$ cat src/rtl/pixel_ram_writer.sv
// pixel_ram_writer
// Write-side loader for the VGA frame buffer. Takes a raster-ordered pixel
// stream over a valid/ready handshake and turns every accepted pixel of a
// frame into one registered write (row, column, data, strobe), one cycle
// after acceptance. Frames start with a beat qualified by IN_SOF.
//
// Ports:
//   CLK        system clock, rising edge
//   RST        synchronous reset, active-high
//   IN_VALID   stream pixel valid
//   IN_READY   writer accepts a pixel this cycle (follows WR_ALLOW, low in reset)
//   IN_SOF     current beat is the first pixel of a frame
//   IN_DATA    pixel value
//   WR_ALLOW   write window from the display controller; low stalls the stream
//   WR_EN      frame buffer write strobe
//   WR_ROW     write row address
//   WR_COL     write column address
//   WR_DATA    write data
//   BUSY       a frame is in progress
//   FRAME_DONE one-cycle pulse together with the write of the last pixel
//   SYNC_ERR   one-cycle pulse together with the write of a mid-frame SOF
//   FRAME_CNT  completed-frame counter, wraps 255 -> 0
module pixel_ram_writer #(
  parameter int HEIGHT = 683,
  parameter int WIDTH  = 768,
  parameter int PIX_W  = 3,
  // A 1-row or 1-column buffer still needs a one-bit address port.
  localparam int ROW_W = (HEIGHT > 1) ? $clog2(HEIGHT) : 1,
  localparam int COL_W = (WIDTH > 1) ? $clog2(WIDTH) : 1
) (
  input  logic             CLK,
  input  logic             RST,
  input  logic             IN_VALID,
  output logic             IN_READY,
  input  logic             IN_SOF,
  input  logic [PIX_W-1:0] IN_DATA,
  input  logic             WR_ALLOW,
  output logic             WR_EN,
  output logic [ROW_W-1:0] WR_ROW,
  output logic [COL_W-1:0] WR_COL,
  output logic [PIX_W-1:0] WR_DATA,
  output logic             BUSY,
  output logic             FRAME_DONE,
  output logic             SYNC_ERR,
  output logic [7:0]       FRAME_CNT
);

  localparam logic [ROW_W-1:0] LAST_ROW = ROW_W'(HEIGHT - 1);
  localparam logic [COL_W-1:0] LAST_COL = COL_W'(WIDTH - 1);
  localparam logic [ROW_W-1:0] ROW_ZERO = {ROW_W{1'b0}};
  localparam logic [COL_W-1:0] COL_ZERO = {COL_W{1'b0}};

  typedef enum logic [0:0] {
    ST_IDLE  = 1'b0,
    ST_WRITE = 1'b1
  } state_t;

  state_t             state_r, state_s;
  logic [ROW_W-1:0]   row_r, row_s;
  logic [COL_W-1:0]   col_r, col_s;
  logic               wr_en_r, wr_en_s;
  logic [ROW_W-1:0]   wr_row_r, wr_row_s;
  logic [COL_W-1:0]   wr_col_r, wr_col_s;
  logic [PIX_W-1:0]   wr_data_r, wr_data_s;
  logic               busy_r, busy_s;
  logic               frame_done_r, frame_done_s;
  logic               sync_err_r, sync_err_s;
  logic [7:0]         frame_cnt_r, frame_cnt_s;
  logic               accept_s;

  // Column that follows col in raster order.
  function automatic logic [COL_W-1:0] col_after(input logic [COL_W-1:0] col);
    if (col == LAST_COL) begin
      col_after = COL_ZERO;
    end else begin
      col_after = col + 1'b1;
    end
  endfunction

  // Row that follows (row, col) in raster order.
  function automatic logic [ROW_W-1:0] row_after(input logic [ROW_W-1:0] row,
                                                 input logic [COL_W-1:0] col);
    if (col == LAST_COL) begin
      row_after = row + 1'b1;
    end else begin
      row_after = row;
    end
  endfunction

  // True when (row, col) is the final pixel of the frame.
  function automatic logic is_last(input logic [ROW_W-1:0] row,
                                   input logic [COL_W-1:0] col);
    is_last = (row == LAST_ROW) && (col == LAST_COL);
  endfunction

  // Ready follows the write window, but never while reset is held.
  always_comb begin
    IN_READY = WR_ALLOW & ~RST;
  end

  // Next-state, raster counters and write-port values for this cycle's beat.
  always_comb begin
    state_s      = state_r;
    row_s        = row_r;
    col_s        = col_r;
    wr_en_s      = 1'b0;
    wr_row_s     = wr_row_r;
    wr_col_s     = wr_col_r;
    wr_data_s    = wr_data_r;
    frame_done_s = 1'b0;
    sync_err_s   = 1'b0;
    frame_cnt_s  = frame_cnt_r;
    accept_s     = IN_VALID & IN_READY;

    if (accept_s) begin
      if (IN_SOF) begin
        // A start-of-frame always restarts at (0,0); arriving in WRITE it
        // abandons the current frame and is flagged as a resync.
        wr_en_s    = 1'b1;
        wr_row_s   = ROW_ZERO;
        wr_col_s   = COL_ZERO;
        wr_data_s  = IN_DATA;
        sync_err_s = (state_r == ST_WRITE);
        if (is_last(ROW_ZERO, COL_ZERO)) begin
          // Single-pixel buffer: the SOF beat is also the last pixel.
          frame_done_s = 1'b1;
          frame_cnt_s  = frame_cnt_r + 8'd1;
          state_s      = ST_IDLE;
          row_s        = ROW_ZERO;
          col_s        = COL_ZERO;
        end else begin
          state_s = ST_WRITE;
          row_s   = row_after(ROW_ZERO, COL_ZERO);
          col_s   = col_after(COL_ZERO);
        end
      end else begin
        case (state_r)
          ST_WRITE: begin
            wr_en_s   = 1'b1;
            wr_row_s  = row_r;
            wr_col_s  = col_r;
            wr_data_s = IN_DATA;
            if (is_last(row_r, col_r)) begin
              frame_done_s = 1'b1;
              frame_cnt_s  = frame_cnt_r + 8'd1;
              state_s      = ST_IDLE;
              row_s        = ROW_ZERO;
              col_s        = COL_ZERO;
            end else begin
              row_s = row_after(row_r, col_r);
              col_s = col_after(col_r);
            end
          end
          ST_IDLE: begin
            // Pixels before the first SOF are dropped without a write.
            state_s = ST_IDLE;
          end
          default: begin
            state_s = ST_IDLE;
            row_s   = ROW_ZERO;
            col_s   = COL_ZERO;
          end
        endcase
      end
    end else begin
      // No beat: counters and address/data outputs hold, strobes stay low.
      state_s = state_r;
    end

    busy_s = (state_s == ST_WRITE);
  end

  // State, counters and registered write-port outputs.
  always_ff @(posedge CLK) begin
    if (RST) begin
      state_r      <= ST_IDLE;
      row_r        <= ROW_ZERO;
      col_r        <= COL_ZERO;
      wr_en_r      <= 1'b0;
      wr_row_r     <= ROW_ZERO;
      wr_col_r     <= COL_ZERO;
      wr_data_r    <= {PIX_W{1'b0}};
      busy_r       <= 1'b0;
      frame_done_r <= 1'b0;
      sync_err_r   <= 1'b0;
      frame_cnt_r  <= 8'd0;
    end else begin
      state_r      <= state_s;
      row_r        <= row_s;
      col_r        <= col_s;
      wr_en_r      <= wr_en_s;
      wr_row_r     <= wr_row_s;
      wr_col_r     <= wr_col_s;
      wr_data_r    <= wr_data_s;
      busy_r       <= busy_s;
      frame_done_r <= frame_done_s;
      sync_err_r   <= sync_err_s;
      frame_cnt_r  <= frame_cnt_s;
    end
  end

  // Output port mapping.
  always_comb begin
    WR_EN      = wr_en_r;
    WR_ROW     = wr_row_r;
    WR_COL     = wr_col_r;
    WR_DATA    = wr_data_r;
    BUSY       = busy_r;
    FRAME_DONE = frame_done_r;
    SYNC_ERR   = sync_err_r;
    FRAME_CNT  = frame_cnt_r;
  end

endmodule

$ cat config.mk
export PLATFORM = sky130hd
export DESIGN_NAME = pixel_ram_writer
export DESIGN_NICKNAME = d
export VERILOG_FILES = /design/src/rtl/pixel_ram_writer.sv
export SDC_FILE = /design/constraint.sdc
export NUM_CORES = 1
export LEC_CHECK = 0
export BUFFER_PORTS_ARGS = -buffer_cell sky130_fd_sc_hd__buf_2
export CORE_ASPECT_RATIO = 2
export CORE_UTILIZATION = 46
export DETAILED_ROUTE_END_ITERATION = 8
export PLACE_DENSITY = 0.76
export SLEW_MARGIN = 20
export SYNTH_ARGS = -nofsm -noshare
export SYNTH_HDL_FRONTEND = slang
export SYNTH_SLANG_ARGS = --single-unit
$ cat constraint.sdc
create_clock -name CLK -period 2.7 [get_ports CLK]
set_input_delay 0.405 -clock CLK [delete_from_list [all_inputs] [get_ports CLK]]
set_output_delay 0.405 -clock CLK [all_outputs]
set_load 0.1 [all_outputs]
## Word-level counts from Yosys, hierarchy flattened

Index checks and enable logic that the tools add are counted.

- Word-level logic and storage cells: 50
- Output and inout bits: 36
- Bits of input ports: 8
- Flip-flop bits (word level): 55

- Add/subtract/negate cells: 3
- Bitwise logic cells: 6
- Reductions and logical operators: 9
- Muxes and demuxes: 20
- Eq/ne operators: 2

Operators with widths:

| cell | count |
|---|---|
| $mux W10 | 12 |
| $add A10 B1 Y10 const B | 2 |
| $eq A10 B10 Y1 const B | 2 |
| $add A8 B1 Y8 const B | 1 |
| $mux W3 | 2 |
| $mux W1 | 5 |
| $not A1 Y1 | 4 |
| $reduce_and A4 Y1 | 1 |
| $reduce_or A4 Y1 | 1 |
| $reduce_and A3 Y1 | 1 |
| $reduce_bool A3 Y1 | 1 |
| $reduce_or A3 Y1 | 1 |
| $and A1 B1 Y1 | 2 |
| $pmux W1 S2 | 1 |
| $reduce_and A2 Y1 | 1 |
| $reduce_bool A2 Y1 | 1 |
| $reduce_or A2 Y1 | 1 |
| $logic_and A1 B1 Y1 | 1 |

## Logic depth before layout (Yosys ltp)

- Word-level depth: 5
- Gate-level depth with buffers: 8
- Mapped depth without buffers: 7

## Worst setup path before layout

Ideal clock, no wire load.

- Kind: register -> register
- Start point: reg, netlist name BUSY
- End point: reg frame_cnt_r[7], in the netlist FRAME_CNT[7]
- Buffers on the path: 0
- Setup slack: 0.273 ns
- Required time: 2.629 ns
- Library setup time: 0.071 ns
- Period minus slack after synthesis: 2.427 ns
- Arrival: 2.357 ns
- Cell stages (with the launch flop): 5
- Cells stage by stage: dfxtp_1 -> nor3b_2 -> nand4_4 -> or4_1 -> a21oi_1

RTL lines:

| element | RTL line | RTL |
|---|---|---|
| end signal, assigned | 198 | `frame_cnt_r <= frame_cnt_s;` |
| end, declared | 68 | `logic [7:0] frame_cnt_r, frame_cnt_s;` |

## Final worst setup path

- Start point: reg row_r[3]
- End point: reg frame_cnt_r[7], in the netlist FRAME_CNT[7]

- Longest elaborated chain between the ends: 3

RTL lines:

| element | RTL line | RTL |
|---|---|---|
| start, declared | 59 | `logic [ROW_W-1:0] row_r, row_s;` |
| start signal, assigned | 189 | `row_r <= row_s;` |
| $eq A10 B10 Y1 | 93 | `is_last = (row == LAST_ROW) && (col == LAST_COL);` |
| $logic_and A1 B1 Y1 | 93 |  |
| $reduce_and A4 Y1 (no line) | n/a |  |

No other way between the ends.
A chain may end at the register's enable or synchronous reset.

==> impl_metrics.env <==
export IMPL_synth_nets=267
export IMPL_grt_pass1_vias=1836
export IMPL_crit_type="flip-flop to flip-flop"
export IMPL_clkLatencyLatePin_ns=0.31
export IMPL_final_layout_size_suffix_gt1_frac=0.202
export IMPL_critical_path_startpoint_type="flip-flop"
export IMPL_endpoint_kind="flip-flop"
export IMPL_wl_per_cell_um=14.1
export IMPL_final_common_cell="dfxtp_1"
export IMPL_place_congestion=0.805
export IMPL_grt_pass1_wl_mm=8.44
export IMPL_clkTransAtPathRegs_ns=0.10
export IMPL_syn_avg_cell_area_um2=9.00
export IMPL_grt_ovfl_total=0
export IMPL_synth_seq_cells=55
export IMPL_routed_wl_mm=5.01
export IMPL_hold_path_startpoint="IN_DATA[2]"
export IMPL_fin_crit_ns=2.03
export IMPL_vias=2018
export IMPL_ios=44
export IMPL_die_area_mm2=0.00529
export IMPL_period_share=0.753
export IMPL_clockRootBuffer="clkbuf_8"
export IMPL_die_h_um=102
export IMPL_row_count=36
export IMPL_postCtsSetupRepairBufs=0
export IMPL_viasPerCell=5.70
export IMPL_slew_headroom=0.604
export IMPL_die_w_um=52.0
export IMPL_drc_errors=0
export IMPL_tightest_slew_ns=0.589
export IMPL_port_buffers=43
export IMPL_critical_path_arrival_ns=2.29
export IMPL_syn_area_mm2=0.00230
export IMPL_clock_sink_count=55
export IMPL_area_growth_pct=17.2
export IMPL_clk_path_buf_depth=2
export IMPL_core_area_mm2=0.00482
export IMPL_power_density_mw_per_mm2=565
export IMPL_drt_antenna_violating_nets=0
export IMPL_start_util=0.476
export IMPL_fin_tns_setup_ns=0
export IMPL_whs_endpoint="WR_DATA[2]"
export IMPL_finalClockSkew_ns=0.00922
export IMPL_mostFrequentLayoutCells="dfxtp_1 (55), buf_2 (43), nor2_1 (34), nand2_1 (20), a22oi_1 (20)"
export IMPL_yosys_warnings=0
export IMPL_synth_edff_count=0
export IMPL_timing_max_cap_violations=0
export IMPL_numCtsBuffers=5
export IMPL_stdcell_count=354
export IMPL_final_hold_viol_count=0
export IMPL_cp_max_fo=10
export IMPL_cts_max_level=2
export IMPL_netlist_instances=255
export IMPL_slew_viol_final=0
export IMPL_hold_buffers=0
export IMPL_seq_area_frac_synth=0.480
export IMPL_max_freq_mhz=492
export IMPL_firstDrtPassIters=5
export IMPL_hp_class="input port to flip-flop"
export IMPL_post_cts_resized=0
export IMPL_synth_distinct_cells=42
export IMPL_rsz0062_at_grt="no"
export IMPL_worst_hold_slack_ns=0.333
export IMPL_rrSetupSlack_ns=0.67
export IMPL_fin_nets=308
export IMPL_rr_endpoint="FRAME_CNT[7]"
export IMPL_grt_max_degree=45
export IMPL_antennaDiodeCount=0
export IMPL_synthArstFlopShare=0
export IMPL_finalSetupViolCount=0
export IMPL_peakVddDrop_uv=501
export IMPL_required_ns=2.95
export IMPL_whs_path_depth=3
export IMPL_status="completed"
export IMPL_rr_worst_depth=5
export IMPL_initialDrtViolationCount=36
export IMPL_r2r_start="row_r[3]"
export IMPL_power_leakage_uw=0.00109
export IMPL_fin_total_pwr_uw=1520
export IMPL_dpl_hpwl_mm=3.55
export IMPL_dp_cells=346
export IMPL_synthFlopType="dfxtp_1"
export IMPL_grtUsageTotal=0.211
export IMPL_antenna_found_initial=0
export IMPL_cts_tree="built"
-- worst max path at each step --
stage             start            to  slack [ns]  cells past startpoint
3_3_place_gp   row_r[3]  FRAME_CNT[7]        0.73                      5
3_5_place_dp   WR_ALLOW      col_r[8]        0.60                      8
6_report       row_r[3]  FRAME_CNT[7]        0.67                      5
4_1_cts        row_r[3]  FRAME_CNT[7]        0.66                      5
2_1_floorplan      BUSY  FRAME_CNT[7]        0.27                      4
5_1_grt        col_r[0]      row_r[9]        0.51                      7
-- stage by stage --
step	instance area [um2]	utilization	worst slack, ns
floorplan	2300	-	0.273
global placement	2560	0.531	0.729
detailed placement	2560	0.531	0.597
CTS	2690	0.558	0.662
global route	2690	0.558	0.506
finish	2690	0.558	0.667
-- per-layer routing --
metal	part of all wire	GRT usage
met1	0.39	0.231
met2	0.54	0.366
met3	0.042	0.0461
met4	0.025	0.114
met5	0	0
-- kinds of logic after synthesis --
| logic type | share of synthesized area |
|---|---|
| compound gates | 0.151 |
| buf+inv | 0.0322 |
| mux | 0.00872 |
| xor+xnor | 0.0496 |
| flops | 0.480 |
| simple gates | 0.257 |
| fa+ha+maj | 0.0218 |
-- synthesized netlist by cell type, types with 4 or more instances --
master    instances  share of area
nor3_1            8          0.017
nor4_1            5          0.014
nand3_1          13          0.028
o21ai_0           7          0.015
nor2_1           34          0.056
xnor2_1           5          0.019
ha_1              4          0.022
a21oi_1          14          0.031
or3_1             4          0.011
nand4_1           7          0.019
xor2_1            8          0.031
clkbuf_1         10          0.016
nand2_1          20          0.033
and3_1            4          0.011
a22oi_1          20          0.065
dfxtp_1          55           0.48
-- where the power goes --
| part | leakage [uW] | internal (uW) | switching, uW |
|---|---|---|---|
| clock network | 0.0000654 | 370 | 258 |
| registers | 0.000443 | 814 | 3.75 |
| logic | 0.000585 | 15.5 | 59.2 |
| total | 0.00109 | 1200 | 321 |
-- worst max-delay path, cell delays in order, from the launching register on --
cell	delay, ns
dfxtp_1	0.45
and4bb_2	0.24
and4_1	0.40
nand4_4	0.19
or4_1	0.54
a21oi_1	0.15
-- registers in the layout, indices dropped and copies added (netlist names) --
signal      flops
BUSY            1
FRAME_CNT       8
FRAME_DONE      1
SYNC_ERR        1
WR_COL         10
WR_DATA         3
WR_EN           1
WR_ROW         10
col_r          10
row_r          10
-- cell type report --
cell class | instances | area, um2
Multi-Input combinational cell | 183 | 1120
Fill cell | 443 | 2130
Timing Repair Buffer | 48 | 253
Tap cell | 57 | 71.3
Clock buffer | 6 | 72.6
Sequential cell | 55 | 1100
Inverter | 3 | 11.3
Clock inverter | 2 | 60.1
Power figures use the tool's default switching activity.
